### src/rtl/lpc_consts.sv
`default_nettype none
// ============================================================================
// Module      : lpc_consts (package)
// Description : Constants and state encodings shared by the A(z)-to-LSP FSMs.
//               Holds the LP order, the half-order loop count, the Q11 unity
//               and Q15 one-half operands, the default scratch base address
//               of a[0], and the 4-bit state encoding of the sum/difference
//               polynomial builder.
// Revision    : 1.0 - initial release
// ============================================================================
package lpc_consts;

  // LP order and number of sum/difference iterations (M/2)
  localparam int          c_LPC_M       = 10;
  localparam int          c_LPC_NC      = 5;

  // Scratch-memory address of a[0]
  localparam logic [11:0] c_A_BASE_DFLT = 12'd0;

  // 1.0 in Q11 (seed of f1[0] / f2[0]) and 0.5 in Q15 (halving multiplier)
  localparam logic [15:0] c_Q11_ONE     = 16'd2048;
  localparam logic [15:0] c_Q15_HALF    = 16'd16384;

  // State encoding of the sum/difference polynomial builder
  typedef enum logic [3:0] {
    S_IDLE = 4'd0,
    S_RD1  = 4'd1,
    S_RD2  = 4'd2,
    S_F1   = 4'd3,
    S_F2   = 4'd4,
    S_DONE = 4'd5
  } state_t;

endpackage : lpc_consts
`default_nettype wire

### src/rtl/coeff_regfile_6x16.sv
`default_nettype none
// ============================================================================
// Module      : coeff_regfile_6x16
// Description : Six-entry, 16-bit coefficient register bank with synchronous
//               reset, a whole-bank clear and one write port. All entries are
//               visible at once on a packed 96-bit read bus.
// Ports       : clk      - clock
//               rst      - synchronous active-high reset (all entries to 0)
//               i_clr    - clear every entry (a same-cycle write wins on its
//                          own entry, so clear+write seeds entry 0 in one go)
//               i_we     - write enable
//               i_idx    - write index 0..5
//               i_wdata  - write data
//               o_rdata  - entry k at bits [16k+15:16k]
// Revision    : 1.0 - initial release
// ============================================================================
module coeff_regfile_6x16 (
  input  logic        clk,
  input  logic        rst,
  input  logic        i_clr,
  input  logic        i_we,
  input  logic [2:0]  i_idx,
  input  logic [15:0] i_wdata,
  output logic [95:0] o_rdata
);

  localparam int c_ENTRIES = 6;

  generate
    for (genvar g = 0; g < c_ENTRIES; g++) begin : g_entry
      logic [15:0] r_q;

      always_ff @(posedge clk) begin
        if (rst) begin
          r_q <= '0;
        end else if (i_we && (i_idx == 3'(g))) begin
          r_q <= i_wdata;
        end else if (i_clr) begin
          r_q <= '0;
        end
      end

      assign o_rdata[16*g +: 16] = r_q;
    end
  endgenerate

endmodule : coeff_regfile_6x16
`default_nettype wire

### src/rtl/az_sum_diff_poly.sv
`default_nettype none
// ============================================================================
// Module      : az_sum_diff_poly
// Description : Builds the G.729 sum polynomial F1 and difference polynomial
//               F2 (Q11, halved) from the 10th-order LP coefficients a[1..10]
//               held in scratch memory. For i = 0..4:
//                 x1 = (a[i+1] + a[M-i]) / 2   ->  f1[i+1] = x1 - f1[i]
//                 x2 = (a[i+1] - a[M-i]) / 2   ->  f2[i+1] = x2 + f2[i]
//               with f1[0] = f2[0] = 1.0 (Q11). All arithmetic, including
//               saturation, is done by the shared external basic-op units;
//               this block only sequences, slices and routes.
// Ports       : clk, reset          - clock, synchronous active-high reset
//               start               - begin a computation (IDLE only)
//               aAddr / aData       - scratch read port (1-cycle latency)
//               L_mult*, L_mac*,
//               L_msu*, add*, sub*  - external basic-op operands/results
//               f1Out / f2Out       - f1[k] / f2[k] at bits [16k+15:16k]
//               done                - one-cycle completion pulse
// Revision    : 1.0 - initial release
// ============================================================================
module az_sum_diff_poly
  import lpc_consts::*;
#(
  parameter int          M      = c_LPC_M,
  parameter int          NC     = c_LPC_NC,
  parameter logic [11:0] A_BASE = c_A_BASE_DFLT
) (
  input  logic        clk,
  input  logic        reset,
  input  logic        start,
  output logic [11:0] aAddr,
  input  logic [15:0] aData,
  output logic [15:0] L_multOutA,
  output logic [15:0] L_multOutB,
  input  logic [31:0] L_multIn,
  output logic [15:0] L_macOutA,
  output logic [15:0] L_macOutB,
  output logic [31:0] L_macOutC,
  input  logic [31:0] L_macIn,
  output logic [15:0] L_msuOutA,
  output logic [15:0] L_msuOutB,
  output logic [31:0] L_msuOutC,
  input  logic [31:0] L_msuIn,
  output logic [15:0] addOutA,
  output logic [15:0] addOutB,
  input  logic [15:0] addIn,
  output logic [15:0] subOutA,
  output logic [15:0] subOutB,
  input  logic [15:0] subIn,
  output logic [95:0] f1Out,
  output logic [95:0] f2Out,
  output logic        done
);

  // --------------------------------------------------------------------------
  // Registered state
  // --------------------------------------------------------------------------
  state_t      r_state;
  logic [2:0]  r_i;      // loop index, 0..NC-1
  logic [15:0] r_ahi;    // a[i+1]
  logic [15:0] r_alo;    // a[M-i]
  logic        r_done;

  // --------------------------------------------------------------------------
  // Combinational datapath controls
  // --------------------------------------------------------------------------
  logic        w_clr;
  logic        w_f1_we;
  logic        w_f2_we;
  logic [2:0]  w_wr_idx;
  logic [15:0] w_f1_wdata;
  logic [15:0] w_f2_wdata;
  logic [15:0] w_x1;
  logic [15:0] w_x2;
  logic [15:0] w_f1_cur;
  logic [15:0] w_f2_cur;
  logic [95:0] w_f1_all;
  logic [95:0] w_f2_all;
  logic [2:0]  w_i_next;

  // Only the high halves of the 32-bit accumulator results are used (Q15
  // halving folds into taking bits [31:16]).
  logic        w_unused;
  assign w_unused = ^{L_macIn[15:0], L_msuIn[15:0]};

  assign w_i_next = r_i + 3'd1;

  // Current f1[i] / f2[i]; r_i never exceeds NC-1 in the states that use it.
  assign w_f1_cur = w_f1_all[{r_i, 4'b0000} +: 16];
  assign w_f2_cur = w_f2_all[{r_i, 4'b0000} +: 16];

  always_comb begin
    aAddr      = '0;
    L_multOutA = '0;
    L_multOutB = '0;
    L_macOutA  = '0;
    L_macOutB  = '0;
    L_macOutC  = '0;
    L_msuOutA  = '0;
    L_msuOutB  = '0;
    L_msuOutC  = '0;
    addOutA    = '0;
    addOutB    = '0;
    subOutA    = '0;
    subOutB    = '0;
    w_clr      = 1'b0;
    w_f1_we    = 1'b0;
    w_f2_we    = 1'b0;
    w_wr_idx   = w_i_next;
    w_f1_wdata = '0;
    w_f2_wdata = '0;
    w_x1       = '0;
    w_x2       = '0;

    case (r_state)
      S_IDLE: begin
        // Clear both banks and seed entry 0 with 1.0 in the same cycle
        if (start) begin
          w_clr      = 1'b1;
          w_f1_we    = 1'b1;
          w_f2_we    = 1'b1;
          w_wr_idx   = 3'd0;
          w_f1_wdata = c_Q11_ONE;
          w_f2_wdata = c_Q11_ONE;
        end
      end

      S_RD1: begin
        aAddr = A_BASE + 12'(r_i) + 12'd1;
      end

      S_RD2: begin
        aAddr = A_BASE + 12'(M) - 12'(r_i);
      end

      S_F1: begin
        // aData here is a[M-i]; x1 = hi(a[i+1]*0.5 + a[M-i]*0.5)
        L_multOutA = r_ahi;
        L_multOutB = c_Q15_HALF;
        L_macOutC  = L_multIn;
        L_macOutA  = aData;
        L_macOutB  = c_Q15_HALF;
        w_x1       = L_macIn[31:16];
        subOutA    = w_x1;
        subOutB    = w_f1_cur;
        w_f1_we    = 1'b1;
        w_f1_wdata = subIn;
      end

      S_F2: begin
        // x2 = hi(a[i+1]*0.5 - a[M-i]*0.5)
        L_multOutA = r_ahi;
        L_multOutB = c_Q15_HALF;
        L_msuOutC  = L_multIn;
        L_msuOutA  = r_alo;
        L_msuOutB  = c_Q15_HALF;
        w_x2       = L_msuIn[31:16];
        addOutA    = w_x2;
        addOutB    = w_f2_cur;
        w_f2_we    = 1'b1;
        w_f2_wdata = addIn;
      end

      default: begin
      end
    endcase
  end

  // --------------------------------------------------------------------------
  // Control FSM
  // --------------------------------------------------------------------------
  always_ff @(posedge clk) begin
    if (reset) begin
      r_state <= S_IDLE;
      r_i     <= '0;
      r_ahi   <= '0;
      r_alo   <= '0;
      r_done  <= 1'b0;
    end else begin
      r_done <= 1'b0;
      case (r_state)
        S_IDLE: begin
          if (start) begin
            r_i     <= '0;
            r_state <= S_RD1;
          end
        end
        S_RD1: begin
          r_state <= S_RD2;
        end
        S_RD2: begin
          r_ahi   <= aData;
          r_state <= S_F1;
        end
        S_F1: begin
          r_alo   <= aData;
          r_state <= S_F2;
        end
        S_F2: begin
          r_i <= w_i_next;
          if (w_i_next == 3'(NC)) begin
            // done is registered so it is high exactly while in DONE
            r_state <= S_DONE;
            r_done  <= 1'b1;
          end else begin
            r_state <= S_RD1;
          end
        end
        S_DONE: begin
          r_state <= S_IDLE;
        end
        default: begin
          r_state <= S_IDLE;
        end
      endcase
    end
  end

  assign done = r_done;

  // --------------------------------------------------------------------------
  // Coefficient banks
  // --------------------------------------------------------------------------
  coeff_regfile_6x16 u_f1_bank (
    .clk     (clk),
    .rst     (reset),
    .i_clr   (w_clr),
    .i_we    (w_f1_we),
    .i_idx   (w_wr_idx),
    .i_wdata (w_f1_wdata),
    .o_rdata (w_f1_all)
  );

  coeff_regfile_6x16 u_f2_bank (
    .clk     (clk),
    .rst     (reset),
    .i_clr   (w_clr),
    .i_we    (w_f2_we),
    .i_idx   (w_wr_idx),
    .i_wdata (w_f2_wdata),
    .o_rdata (w_f2_all)
  );

  assign f1Out = w_f1_all;
  assign f2Out = w_f2_all;

endmodule : az_sum_diff_poly
`default_nettype wire

### config.mk
export PLATFORM = sky130hd
export DESIGN_NAME = az_sum_diff_poly
export DESIGN_NICKNAME = d
export VERILOG_FILES = /design/src/rtl/lpc_consts.sv /design/src/rtl/coeff_regfile_6x16.sv /design/src/rtl/az_sum_diff_poly.sv
export SDC_FILE = /design/constraint.sdc
export NUM_CORES = 1
export LEC_CHECK = 0
export CORE_AREA = 2 2 221 223
export CTS_BUF_LIST = sky130_fd_sc_hd__clkbuf_8
export CTS_CLUSTER_DIAMETER = 50
export DETAILED_ROUTE_END_ITERATION = 7
export DIE_AREA = 0 0 223 225
export PLACE_DENSITY_LB_ADDON = 0.3
export RECOVER_POWER = 50
export SLEW_MARGIN = 20
export SYNTH_ARGS = -nofsm -noshare
export SYNTH_HDL_FRONTEND = slang
export SYNTH_HIERARCHICAL = 1
export SYNTH_SLANG_ARGS = --single-unit
### constraint.sdc
create_clock -name clk -period 3 [get_ports clk]
set_clock_uncertainty 0.05 [all_clocks]
set_input_delay 0.3 -clock clk [delete_from_list [all_inputs] [get_ports clk]]
set_output_delay 0.3 -clock clk [all_outputs]
set_load 0.05 [all_outputs]
-- Yosys cells after proc, flatten, opt, wreduce, memory -nomap -nowiden
Cells that the tools add are included.
- register bits: 232
- output and inout port bits: 429
- logic and storage cells: 105
- $add $sub $neg: 3
- equal/unequal tests: 11
- shift-type cells: 2
- mux-type cells: 41
- bitwise logic cells: 1
- reductions and logical operators: 30
- operators with widths (kind ; number):
    two-way mux 16 bit ; 20
    indexed part select 96 x 8 -> 16 bit ; 2
    two-way mux 32 bit ; 2
    one-hot mux 16 bit (2 select lines) ; 2
    two-way mux 15 bit ; 3
    nonzero test 2 bit ; 13
    one-hot mux 12 bit (2 select lines) ; 1
    one-hot mux 4 bit (5 select lines) ; 1
    logical AND 1 bit ; 12
    two-way mux 12 bit ; 1
    two-way mux 3 bit ; 4
    == test 3 bit, second input constant ; 3
    == test 4 x 2 -> 1 bit, second input constant ; 2
    == test 3 x 2 -> 1 bit, second input constant ; 2
    one-hot mux 3 bit (2 select lines) ; 1
    subtractor 4 x 3 -> 5 bit, first input constant ; 1
    adder 3 x 1 -> 4 bit, second input constant ; 1
    == test 4 x 1 -> 1 bit, second input constant ; 1
    == test 4 x 3 -> 1 bit, second input constant ; 1
    logical NOT 4 bit ; 1
    two-way mux 4 bit ; 1
    one-hot mux 1 bit (2 select lines) ; 2
    OR reduction 2 bit ; 2
    adder 3 x 1 -> 3 bit, second input constant ; 1
    other kinds (6) ; 8

-- Longest topological paths before layout
- word-level depth: 6
- depth in mapped cells: 9
- depth with buffers taken out: 6

-- By module
The synthesis kept the hierarchy.
- modules (own cells, without submodules) (module ; times used ; cells each ; area an instance (µm²) ; sequential area each (µm²)):
    coeff_regfile_6x16 ; 2 ; 344 ; 4052.6 ; 1921.8
    az_sum_diff_poly ; 1 ; 662 ; 4849.7 ; 780.7

-- Worst setup path after synthesis
Ideal clock, no wire load.
- kind: register to register
- from: register r_state[2]
- to: register u_f1_bank.g_entry[0].r_q[10]
- arrival time: 2.452 ns
- data required time: 2.826 ns
- slack: 0.375 ns
- cell stages (with the launch flop): 10
- path through: dfxtp_1 -> buf_2 -> or4b_1 -> buf_2 -> inv_1 -> nor2_1 -> or4b_1 -> buf_6 -> buf_12 -> mux2i_1
- elaborated cells on any way between the ends: 10
- those cells by class: eq/ne (1); mux (5); reduce/logical (4)
- RTL lines (item ; RTL line ; RTL):
    from (decl) ; az_sum_diff_poly.sv:58 ; state_t r_state;
    from (signal assigned) ; az_sum_diff_poly.sv:174 ; r_state <= S_IDLE;
    from (signal assigned) ; az_sum_diff_poly.sv:185 ; r_state <= S_RD1;
    from (signal assigned) ; az_sum_diff_poly.sv:189 ; r_state <= S_RD2;
    logical NOT 4 bit ; az_sum_diff_poly.sv:115 ; case (r_state)
    two-way mux 1 bit ; az_sum_diff_poly.sv:115 ;
    via w_clr ; az_sum_diff_poly.sv:67 ; logic w_clr;
    nonzero test 2 bit (no source line) ; n/a ;
    to (signal assigned) ; coeff_regfile_6x16.sv:37 ; r_q <= i_wdata;
    to (decl) ; coeff_regfile_6x16.sv:31 ; logic [15:0] r_q;
The timed path passes the listed nets, and every way through them passes these cells.
A chain may end at the register's enable or synchronous reset.

-- Worst setup path in the final report
- from: register r_i[1]
- to: output port addOutB[9]
- word-level cells in the longest chain between the ends: 2
- ends and longest elaborated chain (item ; RTL line ; RTL):
    from (decl) ; az_sum_diff_poly.sv:59 ; logic [2:0] r_i;
    from (signal assigned) ; az_sum_diff_poly.sv:200 ; r_i <= w_i_next;
    indexed part select 96 x 8 -> 16 bit ; az_sum_diff_poly.sv:90 ; assign w_f2_cur = w_f2_all[{r_i, 4'b0000} +: 16];
    two-way mux 16 bit ; az_sum_diff_poly.sv:115 ;
    to (decl) ; az_sum_diff_poly.sv:45 ; output logic [15:0] addOutB,
Every way passes these cells.

==> out/metrics.csv <==
stage,metric,value,unit
power,clockPowerShare,44.6,%
synth,yosys_register_bits,231,
placed_design,place_congestion,0.8169,
global_route,antenna_found_initial,5,
detailed_routing,drc_errors,0,
cts,cts_tree,built,
sta,finalMaxSlewViolations,0,
sta,clock.fmax,0.3444,GHz
cts,clk_latency,610,ps
power,swShare,27.94,%
worst_setup_path,crit_type,reg -> out,
sta,setup_viol,0,
worst_setup_path,cp.required,2650,ps
global_route,grt_max_degree,133,
floorplan,io-pin-count,576,
placed_design,place_inst,2372,
floorplan,die_w,223,microns
detailed_routing,dr.pass1.iters,5,
synth,syn_inst,1350,
cts,cts_made_buffers,46,
floorplan,start_util,27.25,%
worst_hold_path,hold_path.class,in -> reg,
synth,netlist_area,12950,sq um
cts,clkSinkCount,231,
synth,yosysSeqAreaShare,35.70,%
power,switching_power,2.045,mW
detailed_routing,vias_per_cell,4.695,
global_route,gr-total-overflow,0,
placed_design,dpl.hpwl,37.94,mm
layout,nets,1954,
power,finalPower,7.322,mW
cts,h-tree-depth,2,
placed_design,placed_area,20100,sq um
sta,slew_headroom,55.36,%
power,p_int,5.276,mW
cts,cts_setup_buffers,0,
global_route,grt_pass1_vias,11762,
layout,fill_cells,4471,
cts,clkSlewWorstSetupHoldPaths,60,ps
sta,fin_crit_sh,96.78,%
sta,fin_setup_tns,0,ps
sta,rsz0062_at_grt,true,
detailed_routing,antenna_left,0,
cts,clockRootBuffer,clkbuf_8,
placed_design,place_ws,157.6,ps
worst_setup_path,crit_arrival,2550,ps
layout,drive_gt1_share,32.55,%
layout,fin_cells,2454,
floorplan,design.core.area,47550,sq um
floorplan,row_count,80,
power,p_comb_share,12.9,%
power,ir_drop,243.2,uV
sta,tightestPinTransition,667.5,ps
placed_design,numPortBuffers,490,
detailed_routing,wl_per_cell,21.14,microns
cts,cts_hold_buf,0,
detailed_routing,vias,11521,
floorplan,die_height,225,microns
synth,yosysUniqueCellTypes,41,
floorplan,die-area,50180,sq um
power,power_frac_seq,42.4,%
layout,layout.cells.most_common,clkdlybuf4s50_1,
run_status,outcome,"complete, no violations",
layout,design_area,21050,sq um
power,power_leakage,8.780,nW
layout,area.growth.synth_to_final,62.49,%
worst_setup_path,critPathCaptureType,primary output,
sta,setup_slack,96.66,ps
synth,yosys_warnings,6,
worst_setup_path,critical_path.max_fanout,32,
cts,cts.path.max_buffers,3,
layout,final_cell_mix,"clkdlybuf4s50_1, dfxtp_1, or3b_2",
sta,finalHoldViolations,0,
detailed_routing,drtIter0Drc,513,
global_route,grt_usage,20.01,%
sta,min_period,2903,ps
synth,syn-mean-instance-area,9.596,sq um
worst_setup_path,startpoint_type,flop,
detailed_routing,drt-total-wl,51.88,mm
global_route,grt_pass1_wl,76.20,mm
run,cap_viol_max_count,0,
power,power_density,347.8,nW/um^2
## state kept, by name, summed over array words and instances, names as in the netlist
signal / cells
r_i: 3
u_f1_bank/g_entry.r_q: 96
r_ahi: 16
r_state: 3
u_f2_bank/g_entry.r_q: 96
done: 1
r_alo: 16
## synth_stat cells
library cell	n	area share [%]
and4bb_2	2	0.19
dfxtp_1	231	36
nand3_1	4	0.15
inv_2	1	0.029
or3b_4	1	0.087
a22oi_1	32	1.9
clkbuf_1	72	2.1
a211oi_1	2	0.12
xnor2_1	1	0.068
a21oi_1	67	2.6
nand2b_1	34	1.6
or4b_1	3	0.23
mux2_2	96	8.3
nor3b_2	1	0.097
clkinv_1	1	0.029
nand3b_4	1	0.15
or4_1	1	0.058
nand2_2	1	0.048
nand4b_1	4	0.27
xor2_1	1	0.068
buf_4	62	3.6
or3b_2	193	13
buf_1	3	0.087
nor2b_1	2	0.097
and2_1	159	7.7
clkbuf_2	1	0.039
nor3_1	1	0.039
nor2_1	7	0.20
mux2i_1	192	15
conb_1	1	0.029
inv_1	20	0.58
a2111oi_0	1	0.068
nand2_1	104	3.0
buf_6	6	0.52
ha_1	2	0.19
buf_2	31	1.2
buf_12	2	0.31
a211o_1	1	0.068
a21oi_2	1	0.068
nand4bb_1	4	0.35
mux4_2	1	0.17
## kinds of logic (layout without fill, tap and decap cells)
family          Yosys count  after routing  share of synthesized area, %
compound gates          104            104                         4.761
fa+ha+maj                 2              2                        0.1931
buf+inv                 199            634                         8.470
flops                   231            231                         35.70
mux                     289            289                         23.35
other cells               1             55                       0.02895
simple gates            522            522                         27.36
xor+xnor                  2              2                        0.1352
## path summary, 6_finish.rpt
kind	startpoint	end	slack [ps]	cells after the start
setup / recovery	r_i[1]	addOutB[9]	100	5
hold / removal	aData[7]	r_ahi[7]	230	3
setup reg to reg	r_state[0]	u_f1_bank/g_entry[0].r_q[4]	450	5
hold reg to reg	r_alo[7]	r_alo[7]	400	2
## power groups by stage
stage                     registers, mW  clock network, mW  logic (mW)
after CTS                          3.11               3.37       0.953
after floorplan                    3.18                  0       0.590
after global routing               3.11               3.50       0.999
after detailed placement           3.17                  0       0.950
final                              3.11               3.27       0.947
after global placement             3.17                  0       0.945
## worst max-delay path, stage by stage (launching register included)
cell and delay, ps:
dfxtp_4 380, buf_4 420, mux2_2 400, a22oi_1 340
a21oi_1 200, buf_12 180
## layout make-up
class | count | area [sq um] | share of cell area, %
diodes | 2 | 5.005 | 0.02378
clock buffers | 55 | 757.0 | 3.596
clock inverters | 25 | 166.4 | 0.7905
inverters | 22 | 87.58 | 0.4161
multi-input cells | 972 | 7463 | 35.46
flip-flops and latches | 231 | 4629 | 21.99
well taps | 615 | 769.5 | 3.655
repair buffers | 532 | 7172 | 34.07
## layer usage
metal	vias up	part of all wire (%)	wire length (microns)	track usage (%)
met4	0	3.4	1774	7.686
met5	-	0	0	0
met1	5597	39	20450	22.88
met2	385	51	26710	35.96
li1	5448	-	-	-
met3	91	5.7	2946	4.811
## stage by stage
stage	util, %	hold WS (ps)
floorplan	-	339.7
global placement	42.28	388.4
detailed placement	42.28	393.6
CTS	44.23	172.1
global route	44.27	191.9
finish	44.27	226.3
## what timing repair did
item | CTS | global route
resized for setup | 2 | 5
setup endpoints to repair | 18 | 19
gates cloned | 0 | 0
pin swaps | 0 | 0
Note: power is estimated with default switching activity, not from simulation.
